<file path="config.mk">
export PLATFORM = sky130hd
export DESIGN_NAME = mem_access_unit_flat
export DESIGN_NICKNAME = d
export VERILOG_FILES = /design/src/rtl/mem_access_unit_if.sv /design/src/rtl/mem_access_unit.sv /design/src/flat_wrapper.sv
export SDC_FILE = /design/constraint.sdc
export NUM_CORES = 1
export LEC_CHECK = 0
export CAP_MARGIN = 20
export CORE_MARGIN = 2
export CORE_UTILIZATION = 39
export DETAILED_ROUTE_END_ITERATION = 10
export GPL_TIMING_DRIVEN = 0
export PLACE_DENSITY = 0.91
export SYNTH_ARGS = -nofsm -noshare
export SYNTH_HDL_FRONTEND = slang
export SYNTH_SLANG_ARGS = --single-unit
</file>
<file path="constraint.sdc">
create_clock -name CLK -period 2.3 [get_ports CLK]
set_input_delay 0.23 -clock CLK [delete_from_list [all_inputs] [get_ports CLK]]
set_output_delay 0.23 -clock CLK [all_outputs]
set_load 0.005 [all_outputs]
</file>
<file path="src/rtl/mem_access_unit_if.sv">
// Data-cache request/hit bus between the MEM-stage access unit (master)
// and the data cache (slave).
interface mem_access_unit_if #(
  parameter int ADDR_W = 32,
  parameter int DATA_W = 32
);
  logic              dREN;
  logic              dWEN;
  logic [ADDR_W-1:0] daddr;
  logic [DATA_W-1:0] dstore;
  logic              dhit;
  logic [DATA_W-1:0] dload;

  modport master (
    output dREN, dWEN, daddr, dstore,
    input  dhit, dload
  );

  modport slave (
    input  dREN, dWEN, daddr, dstore,
    output dhit, dload
  );
endinterface

</file>
<file path="src/rtl/mem_access_unit.sv">
// MEM-stage data-memory controller: cache handshake, pipeline stall, LL/SC link.
// Optional ACCESS watchdog enabled by defining MEM_TIMEOUT_EN.
module mem_access_unit #(
  parameter int          ADDR_W         = 32,
  parameter int          DATA_W         = 32,
  parameter int unsigned TIMEOUT_CYCLES = 255
) (
  input  logic                   CLK,
  input  logic                   RST,
  input  logic                   dread_in,
  input  logic                   dwrite_in,
  input  logic                   datomic_in,
  input  logic [ADDR_W-1:0]      addr_in,
  input  logic [DATA_W-1:0]      store_in,
  input  logic                   snoop_inv,
  input  logic [ADDR_W-1:0]      snoop_addr,
  mem_access_unit_if.master      cbus,
  output logic [DATA_W-1:0]      load_out,
  output logic                   mem_stall,
  output logic                   mem_done,
  output logic                   link_valid,
  output logic                   timeout_err
);

  typedef enum logic [1:0] {
    S_IDLE   = 2'd0,
    S_ACCESS = 2'd1,
    S_DONE   = 2'd2
  } state_t;

  state_t            r_state;
  logic [DATA_W-1:0] r_load_out;
  logic              r_link_valid;
  logic [ADDR_W-3:0] r_link_word;
  logic              r_timeout_err;

  logic w_op, w_is_load, w_is_store, w_is_ll, w_is_sc;
  logic w_link_match, w_snoop_link, w_snoop_addr, w_sc_fail;

  // A simultaneous load and store is resolved as a load.
  assign w_op         = dread_in | dwrite_in;
  assign w_is_load    = dread_in;
  assign w_is_store   = dwrite_in & ~dread_in;
  assign w_is_ll      = dread_in & datomic_in;
  assign w_is_sc      = w_is_store & datomic_in;
  assign w_link_match = (r_link_word == addr_in[ADDR_W-1:2]);
  assign w_snoop_link = snoop_inv & (snoop_addr[ADDR_W-1:2] == r_link_word);
  assign w_snoop_addr = snoop_inv & (snoop_addr[ADDR_W-1:2] == addr_in[ADDR_W-1:2]);
  assign w_sc_fail    = w_is_sc & (~r_link_valid | ~w_link_match | w_snoop_link);

`ifdef MEM_TIMEOUT_EN
  localparam int CNT_RAW = $clog2(TIMEOUT_CYCLES + 1);
  localparam int CNT_W   = (CNT_RAW < 8) ? 8 : CNT_RAW;
  logic [CNT_W-1:0] r_cnt;
`else
  logic w_unused_cfg;
  assign w_unused_cfg = (TIMEOUT_CYCLES != 32'd0);
`endif

  logic w_unused_bits;
  assign w_unused_bits = ^{snoop_addr[1:0], addr_in[1:0]};

  // FSM, load result register and LL/SC link register.
  always_ff @(posedge CLK) begin
    if (RST) begin
      r_state       <= S_IDLE;
      r_load_out    <= '0;
      r_link_valid  <= 1'b0;
      r_link_word   <= '0;
      r_timeout_err <= 1'b0;
`ifdef MEM_TIMEOUT_EN
      r_cnt         <= '0;
`endif
    end else begin
      // Snoops kill a matching link in every state; later writes may override.
      if (w_snoop_link) begin
        r_link_valid <= 1'b0;
      end
      case (r_state)
        S_IDLE: begin
          if (w_op) begin
            if (w_sc_fail) begin
              r_load_out <= '0;
              r_state    <= S_DONE;
            end else begin
`ifdef MEM_TIMEOUT_EN
              r_cnt      <= '0;
`endif
              r_state    <= S_ACCESS;
            end
          end
        end
        S_ACCESS: begin
          if (cbus.dhit) begin
            r_state <= S_DONE;
            if (w_is_load) begin
              r_load_out <= cbus.dload;
            end
            if (w_is_ll) begin
              r_link_word  <= addr_in[ADDR_W-1:2];
              r_link_valid <= ~w_snoop_addr;
            end
            if (w_is_sc) begin
              r_load_out   <= {{(DATA_W-1){1'b0}}, 1'b1};
              r_link_valid <= 1'b0;
            end
            if (w_is_store & ~datomic_in & w_link_match) begin
              r_link_valid <= 1'b0;
            end
          end else begin
`ifdef MEM_TIMEOUT_EN
            if (r_cnt + CNT_W'(1) == CNT_W'(TIMEOUT_CYCLES)) begin
              r_timeout_err <= 1'b1;
              r_load_out    <= '0;
              r_state       <= S_DONE;
            end else begin
              r_cnt <= r_cnt + CNT_W'(1);
            end
`endif
          end
        end
        S_DONE:  r_state <= S_IDLE;
        default: r_state <= S_IDLE;
      endcase
    end
  end

  // Request is only presented in ACCESS; inputs are held by the frozen EX/MEM latch.
  assign cbus.dREN   = (r_state == S_ACCESS) & dread_in;
  assign cbus.dWEN   = (r_state == S_ACCESS) & w_is_store;
  assign cbus.daddr  = (r_state == S_ACCESS) ? {addr_in[ADDR_W-1:2], 2'b00} : '0;
  assign cbus.dstore = (r_state == S_ACCESS) ? store_in : '0;
  assign mem_stall   = (r_state == S_ACCESS) | ((r_state == S_IDLE) & w_op);
  assign mem_done    = (r_state == S_DONE);
  assign load_out    = r_load_out;
  assign link_valid  = r_link_valid;
  assign timeout_err = r_timeout_err;

endmodule

</file>
<file path="src/flat_wrapper.sv">
// flat-port wrapper written by rule: the top's interface ports become plain ports
module mem_access_unit_flat 
#(
  parameter int          ADDR_W         = 32,
  parameter int          DATA_W         = 32,
  parameter int unsigned TIMEOUT_CYCLES = 255
)
  (CLK, RST, dread_in, dwrite_in, datomic_in, addr_in, store_in, snoop_inv, snoop_addr, load_out, mem_stall, mem_done, link_valid, timeout_err, cbus_dREN, cbus_dWEN, cbus_daddr, cbus_dstore, cbus_dhit, cbus_dload);
  mem_access_unit_if #(.ADDR_W(ADDR_W), .DATA_W(DATA_W)) cbus_i ();
  input  logic CLK;
  input  logic RST;
  input  logic dread_in;
  input  logic dwrite_in;
  input  logic datomic_in;
  input  logic [ADDR_W-1:0] addr_in;
  input  logic [DATA_W-1:0] store_in;
  input  logic snoop_inv;
  input  logic [ADDR_W-1:0] snoop_addr;
  output logic [DATA_W-1:0] load_out;
  output logic mem_stall;
  output logic mem_done;
  output logic link_valid;
  output logic timeout_err;
  output wire logic [$bits(cbus_i.dREN)-1:0] cbus_dREN;
  output wire logic [$bits(cbus_i.dWEN)-1:0] cbus_dWEN;
  output wire logic [$bits(cbus_i.daddr)-1:0] cbus_daddr;
  output wire logic [$bits(cbus_i.dstore)-1:0] cbus_dstore;
  input wire logic [$bits(cbus_i.dhit)-1:0] cbus_dhit;
  input wire logic [$bits(cbus_i.dload)-1:0] cbus_dload;
  assign cbus_dREN = cbus_i.dREN;
  assign cbus_dWEN = cbus_i.dWEN;
  assign cbus_daddr = cbus_i.daddr;
  assign cbus_dstore = cbus_i.dstore;
  assign cbus_i.dhit = cbus_dhit;
  assign cbus_i.dload = cbus_dload;
  mem_access_unit #(.ADDR_W(ADDR_W), .DATA_W(DATA_W), .TIMEOUT_CYCLES(TIMEOUT_CYCLES)) u_core (.CLK(CLK), .RST(RST), .dread_in(dread_in), .dwrite_in(dwrite_in), .datomic_in(datomic_in), .addr_in(addr_in), .store_in(store_in), .snoop_inv(snoop_inv), .snoop_addr(snoop_addr), .cbus(cbus_i), .load_out(load_out), .mem_stall(mem_stall), .mem_done(mem_done), .link_valid(link_valid), .timeout_err(timeout_err));
endmodule
</file>
==> impl_results.md, run 1 <==
* Die Outline Area at 11300 µm²
* Library cells used by synthesis at 36
* Total power per unit cell area at 484 nW/µm²
* Root buffer cell: sky130_fd_sc_hd__clkbuf_8
* Final net count at 912
* Total I/O pin count at 237
* Post-synthesis sequential area ratio at 31.9%
* Worst IR Drop VDD at 0.350 mV
* Remaining global-route overflow at 0
* Register Area at 1310 µm²
* Cell total after placement at 900
* Final count of negative-setup-slack endpoints at 0
* DPL Wire Length at 11300 µm
* Hold-fix buffers at CTS at 0
* Part of the total power dissipated in combinational logic at 28.5%
* Period utilisation layout at 96.1%
* Total standard cell area after synthesis at 4080 µm²
* Detailed-route via count at 4754
* Slew Limit Headroom at 58.8%
* Max-cap violation count at 0
* Path type of the worst setup path: reg -> out
* Proportion of layout cells with a drive suffix above 1 at 5.75%
* # clock sinks at 65
* Clock tree from TritonCTS: done
* Inserted Diodes at 0
* Number of antenna violations at the first check in global routing at 0
* Maximum operating frequency at 0.452 GHz
* Layout Cells excl Fill at 918
* Placer congestion estimate at 0.913
* Power share of the clock group at 35.7%
* Wire length of the first global-routing pass at 22300 µm
* Post-detailed-route count of antenna-violating nets at 0
* Sum Neg Setup Slack at 0 ps
* Worst-path maximum fanout at 10
* Cell Int Power at 2.39 mW
* Average wire per standard cell at 15.9 µm
* Worst skew pair latency at 350 ps
* Total length of routed wires at 14600 µm
* Worst-margin pin slew at 619 ps
* Largest area contributor in the netlist: sky130_fd_sc_hd__dfxtp_1
* Multi-input combinational cell area at 2580 µm²
* Leakage power at 2.50 nW
* Worst clock skew at 15.6 ps
* Reg2Reg Setup Slack at 140 ps
* Site row count at 37
* Total of flip-flops plus latches after synthesis at 65
* H-tree lvl count at 3
* Count of endpoints failing hold in the final timing report at 0
* Worst setup slack after layout at 88.8 ps
* Port Buffer Count at 228
* Run status: complete, no violations
* Aggregate global-route resource usage at 25.0%
* Clk slew on worst S/H paths at 80 ps
* Final critical delay including setup and external delays at 2210 ps
* Routed via count divided by cell count at 5.18
* Starting DRC count in detailed routing at 332
* CP Launch Type: flip-flop
* Syn. warnings at 0
* Hold/Removal Path Class: in -> reg
* Net Sw Power at 0.926 mW
* Via count of the first global-routing pass at 4539
* Share of the synthesized area in the top cell type at 31.9%
* Die W at 106 µm
* Cells after synthesis at 534
* Top cells by area in the synthesized netlist: sky130_fd_sc_hd__dfxtp_1 32%, sky130_fd_sc_hd__xnor2_1 10%, sky130_fd_sc_hd__and2_1 9.8%
* Worst slack after detailed placement at -311 ps
* Final Max Tran Viols at 0
* Number of buffers created by CTS at 9
* Fillers at 826
* Type of element capturing the critical path: output pin
* First-pass iteration count of the detailed router at 6
* Post-route DRC violation count at 0
* Die span in y at 106 µm
* Core Area at 10200 µm²
* Required arrival time at the worst endpoint at 2070 ps
* Data arrival time of the worst path at 1980 ps
* Fraction of power spent switching nets at 27.9%
* Clk buf depth at 2
* Average cell area after synthesis at 7.65 µm²
* Largest net degree at the start of global routing at 13
* Layout overhead on the synthesized area at 67.6%
* RSZ-0062 raised after global routing: no
* Sequential fraction of design power at 35.8%
* Utilization after layout at 66.9%
* Total power of the final layout at 3.31 mW
* Initial Util at 39.9%
==> cells by family after synthesis <==
family | Yosys count | share of synthesized area [%]
DFF | 65 | 31.9
buffers and inverters | 39 | 5.42
other | 1 | 0.0919
AOI/OAI and AO/OA | 105 | 15.1
and+or+nand+nor | 235 | 28.4
xor gates and xnor gates | 89 | 19.1
==> power by group through the flow <==
stage          Clock, mW  Sequential, mW  Combinational, mW
2_1_floorplan          0            1.21              0.344
3_3_place_gp           0            1.21              0.904
3_5_place_dp           0            1.21              0.917
4_1_cts             1.18            1.18              0.938
5_1_grt             1.23            1.19               1.01
6_report            1.18            1.19              0.945
==> critical path: stages (launching register included) <==
cell and delay, ps:
sky130_fd_sc_hd__dfxtp_4 400, sky130_fd_sc_hd__inv_2 80, sky130_fd_sc_hd__nor2_2 140, sky130_fd_sc_hd__buf_8 160, sky130_fd_sc_hd__clkbuf_4 180, sky130_fd_sc_hd__and2_1 170, sky130_fd_sc_hd__clkdlybuf4s50_1 510
==> sequential cells by signal, summed over array words and instances, names as in the netlist <==
register,cells
u_core.r_state,2
u_core.r_link_word,30
u_core.load_out,32
u_core.link_valid,1
==> area by class of cell <==
class                           count  area share (%)
Timing Repair Buffer              230            33.6
Clock inverter                      5            1.24
Clock buffer                       11            2.21
Multi-Input combinational cell    432            37.8
Sequential cell                    65            19.1
Buffer                             36            3.49
Tap cell                          136            2.49
Inverter                            3           0.165
==> synthesized netlist by cell type, drive strengths merged <==
cell / count
a41o: 1
clkbuf: 18
nand2: 94
o311a: 1
xor2: 42
a21oi: 34
nor2b: 3
a31oi: 31
xnor2: 47
nand3: 4
nor3: 3
and3: 2
dfxtp: 65
and2: 64
conb: 1
nand2b: 2
nand4: 14
nor4: 14
a2111oi: 2
nor2: 35
a311oi: 1
o211ai: 1
a211o: 1
dlymetal6s2s: 2
dlygate4sd1: 6
o21ai: 32
buf: 10
inv: 3
o221ai: 1
==> cell usage in the layout (no fill, tap or decap), types with 6 or more instances in the layout <==
cell type and instances:
sky130_fd_sc_hd__a21oi_1 34, sky130_fd_sc_hd__a31oi_1 31, sky130_fd_sc_hd__and2_1 64, sky130_fd_sc_hd__buf_4 9, sky130_fd_sc_hd__clkbuf_1 11, sky130_fd_sc_hd__clkbuf_8 11, sky130_fd_sc_hd__clkdlybuf4s50_1 228, sky130_fd_sc_hd__dfxtp_1 64
sky130_fd_sc_hd__dlygate4sd1_1 6, sky130_fd_sc_hd__nand2_1 94, sky130_fd_sc_hd__nand4_1 13, sky130_fd_sc_hd__nor2_1 34, sky130_fd_sc_hd__nor4_1 11, sky130_fd_sc_hd__o21ai_1 30, sky130_fd_sc_hd__xnor2_1 47, sky130_fd_sc_hd__xor2_1 42
==> timing repair <==
item / CTS / global route
pin swaps: 0 / 2
endpoints found under the setup margin: 62 / 91
cloned: 0 / 0
gates resized for setup: 14 / 8
buffers inserted: 1 / 1
==> per-stage QoR <==
stage	hold WS (ps)	area, µm²
2_1_floorplan	340	4090
3_3_place_gp	458	6540
3_5_place_dp	465	6540
4_1_cts	313	6820
5_1_grt	373	6840
6_report	312	6840
==> final timing paths <==
check	start	endpoint	cells past startpoint
setup / recovery	u_core.r_state[0]$_SDFFE_PP0P_	cbus_dstore[25]	6
hold / removal	RST	u_core.link_valid$_SDFF_PP0_	2
setup reg to reg	u_core.r_link_word[29]$_SDFFE_PP0P_	u_core.r_state[0]$_SDFFE_PP0P_	6
hold reg to reg	u_core.load_out[9]$_SDFFE_PP0P_	u_core.load_out[9]$_SDFFE_PP0P_	2
==> metal layers <==
| layer | wire length [µm] | track usage, % |
|---|---|---|
| met1 | 6060 | 30.3 |
| met2 | 7140 | 44.3 |
| met3 | 1080 | 5.33 |
| met4 | 294 | 7.52 |
| met5 | 0 | 0 |
Power figures use the tool's default switching activity.
==> run 2: changes to the inputs <==
--- a/config.mk
+++ b/config.mk
@@ -5,7 +5,6 @@
 export SDC_FILE = /design/constraint.sdc
 export NUM_CORES = 1
 export LEC_CHECK = 0
-export CAP_MARGIN = 20
 export CORE_MARGIN = 2
 export CORE_UTILIZATION = 39
 export DETAILED_ROUTE_END_ITERATION = 10
==> results of run 2 <==
No change in the layout: final DEF, timing and power equal those of run 1.
==> run 3: changes to the inputs <==
--- a/config.mk
+++ b/config.mk
@@ -5,6 +5,7 @@
 export SDC_FILE = /design/constraint.sdc
 export NUM_CORES = 1
 export LEC_CHECK = 0
+export CORE_ASPECT_RATIO = 0.7
 export CORE_MARGIN = 2
 export CORE_UTILIZATION = 39
 export DETAILED_ROUTE_END_ITERATION = 10
==> constraint.sdc (replaced) <==
create_clock -name CLK -period 2.3 [get_ports CLK]
set_input_delay 0.345 -clock CLK [delete_from_list [all_inputs] [get_ports CLK]]
set_output_delay 0.345 -clock CLK [all_outputs]
set_load 0.005 [all_outputs]
==> impl_results.md, run 3 (same netlist as run 1, synthesis figures left out) <==
* Starting DRC count in detailed routing at 404
* Type of element capturing the critical path: output pin
* Cell Int Power at 2.70 mW
* H-tree lvl count at 3
* Post-detailed-route count of antenna-violating nets at 0
* Wire length of the first global-routing pass at 22300 µm
* Detailed-route via count at 4758
* Most common library cell in the layout ignoring fill and taps: sky130_fd_sc_hd__clkdlybuf4s50_1
* Worst-margin pin slew at 584 ps
* Power share of the clock group at 40.6%
* Capture endpoint of the worst hold path: u_core.r_link_word[1]$_SDFFE_PP0P_
* Post-route DRC violation count at 0
* Number of buffers created by CTS at 9
* Port Buffer Count at 228
* Cell count of the worst hold path at 3
* Post-Layout Inst Area at 7110 µm²
* Number of flip-flops in the largest register at 32
* Proportion of layout cells with a drive suffix above 1 at 7.23%
* Average wire per standard cell at 16.7 µm
* Clk buf depth at 2
* DPL Wire Length at 11800 µm
* Sequential fraction of design power at 32.2%
* Worst IR Drop VDD at 0.421 mV
* Utilization after layout at 69.2%
* Count of buffering cells on the critical path with inverters included at 4
* Hold/Removal Path Class: in -> reg
* CP Launch Type: flip-flop
* Placed Instance Area at 6540 µm²
* Total length of routed wires at 15400 µm
* Data arrival time of the worst path at 1910 ps
* Run status: complete, no violations
* R2R Path Start: u_core.r_link_word[8]$_SDFFE_PP0P_
* Inserted Diodes at 0
* Via count of the first global-routing pass at 4170
* Biggest cell delay along the critical path at 500 ps
* Sum Neg Setup Slack at 0 ps
* Total power of the final layout at 3.69 mW
* Period utilisation layout at 97.9%
* Reg2Reg Setup Slack at 130 ps
* Cell family with most CP delay: buffers and inverters
* Root buffer cell: sky130_fd_sc_hd__clkbuf_16
* Count of endpoints failing hold in the final timing report at 0
* Crit path cell chain: inv_2 -> nor2_4 -> buf_8 -> buf_6 -> and2_1 -> clkdlybuf4s50_1
* Core Area at 10300 µm²
* # clock sinks at 65
* Remaining global-route overflow at 0
* Total I/O pin count at 237
* Slew Limit Headroom at 60.7%
* Layout Cells excl Fill at 920
* Startpoint of the lowest-slack hold path: addr_in[3]
* Required arrival time at the worst endpoint at 1960 ps
* Layout overhead on the synthesized area at 74.1%
* Die span in y at 89.6 µm
* Initial Util at 39.7%
* Maximum operating frequency at 0.444 GHz
* Largest net degree at the start of global routing at 14
* Cell total after placement at 896
* Placer congestion estimate at 0.985
* Total power per unit cell area at 519 nW/µm²
* Clk slew on worst S/H paths at 60 ps
* Net Sw Power at 0.990 mW
* RSZ-0062 raised after global routing: yes
* Path type of the worst setup path: reg -> out
* First-pass iteration count of the detailed router at 5
* Max-cap violation count at 0
* Die Outline Area at 11300 µm²
* Worst R2R End: u_core.load_out[8]$_SDFFE_PP0P_
* Worst-path maximum fanout at 10
* Routed via count divided by cell count at 5.17
* Final Max Tran Viols at 0
* Final net count at 918
* Worst clock skew at 5.99 ps
* Final critical delay including setup and external delays at 2250 ps
* Die W at 126 µm
* Standard cell with the maximum stage delay on the critical path: sky130_fd_sc_hd__clkdlybuf4s50_1
* Aggregate global-route resource usage at 25.5%
* Worst skew pair latency at 330 ps
* Site row count at 31
* Number of cells traversed by the worst register-to-register path at 7
* Most used cells in the layout excluding fill and tap cells: 209 x sky130_fd_sc_hd__clkdlybuf4s50_1, 94 x sky130_fd_sc_hd__nand2_1, 63 x sky130_fd_sc_hd__and2_1, 63 x sky130_fd_sc_hd__dfxtp_1, 46 x sky130_fd_sc_hd__xnor2_1
* Fraction of power spent switching nets at 26.8%
* Clock tree from TritonCTS: done
* Part of the total power dissipated in combinational logic at 27.3%
* Leakage power at 2.84 nW
* Final count of negative-setup-slack endpoints at 0
* Number of antenna violations at the first check in global routing at 0
-- run 3: layout make-up --
cell class              count  area (µm²)
plain buffers              36         287
clock buffers               9         225
clock inverters             7         103
fillers                   798        3170
inverters                   3        11.3
multi-input cells         432        2620
flip-flops and latches     65        1310
well taps                 132         165
repair buffers            236        2390
-- run 3: through the flow --
step	hold WS (ps)	setup slack (ps)
after floorplan	455	561
after detailed placement	466	-417
after global routing	384	2.37
final	368	49.0
after CTS	423	8.21
after global placement	461	-423
-- run 3: power groups by stage --
stage | sequential [mW] | clock (mW) | combinational, mW
6_report | 1.19 | 1.50 | 1.01
5_1_grt | 1.19 | 1.56 | 1.07
4_1_cts | 1.19 | 1.52 | 0.960
3_5_place_dp | 1.21 | 0 | 0.922
3_3_place_gp | 1.21 | 0 | 0.912
2_1_floorplan | 1.21 | 0 | 0.344
-- run 3: worst register-to-register path: cells and delay by family, from the launching register on --
kind	cells	cell delay, ps
DFF	1	370
and+or+nand+nor	4	1160
xor gates and xnor gates	1	190
buffers and inverters	1	220
AOI/OAI and AO/OA	1	150
-- run 3: worst max-delay path by stage --
stage,depth (start not counted),start,endpoint
3_5_place_dp,8,addr_in[29],u_core.load_out[24]$_SDFFE_PP0P_
4_1_cts,6,u_core.r_state[0]$_SDFFE_PP0P_,cbus_dstore[25]
2_1_floorplan,7,addr_in[30],u_core.load_out[10]$_SDFFE_PP0P_
3_3_place_gp,8,addr_in[29],u_core.load_out[24]$_SDFFE_PP0P_
5_1_grt,8,addr_in[29],u_core.load_out[8]$_SDFFE_PP0P_
6_report,6,u_core.r_state[0]$_SDFFE_PP0P_,cbus_dstore[4]
-- run 3: what timing repair did --
item,in CTS,in global routing
endpoints found under the setup margin,92,93
cloned,1,0
endpoints found under the hold margin,0,0
hold buffers,0,0
gates resized for setup,21,46
buffers inserted,1,6
pin swaps,1,8
-- run 3: per-layer routing --
metal  track usage [%]  up-vias  wire, µm
met5                 0        -         0
met3              7.35       23      1500
met1              36.0     2199      6830
met2              39.2      233      6860
li1                  -     2303         -
met4              5.00        0       197
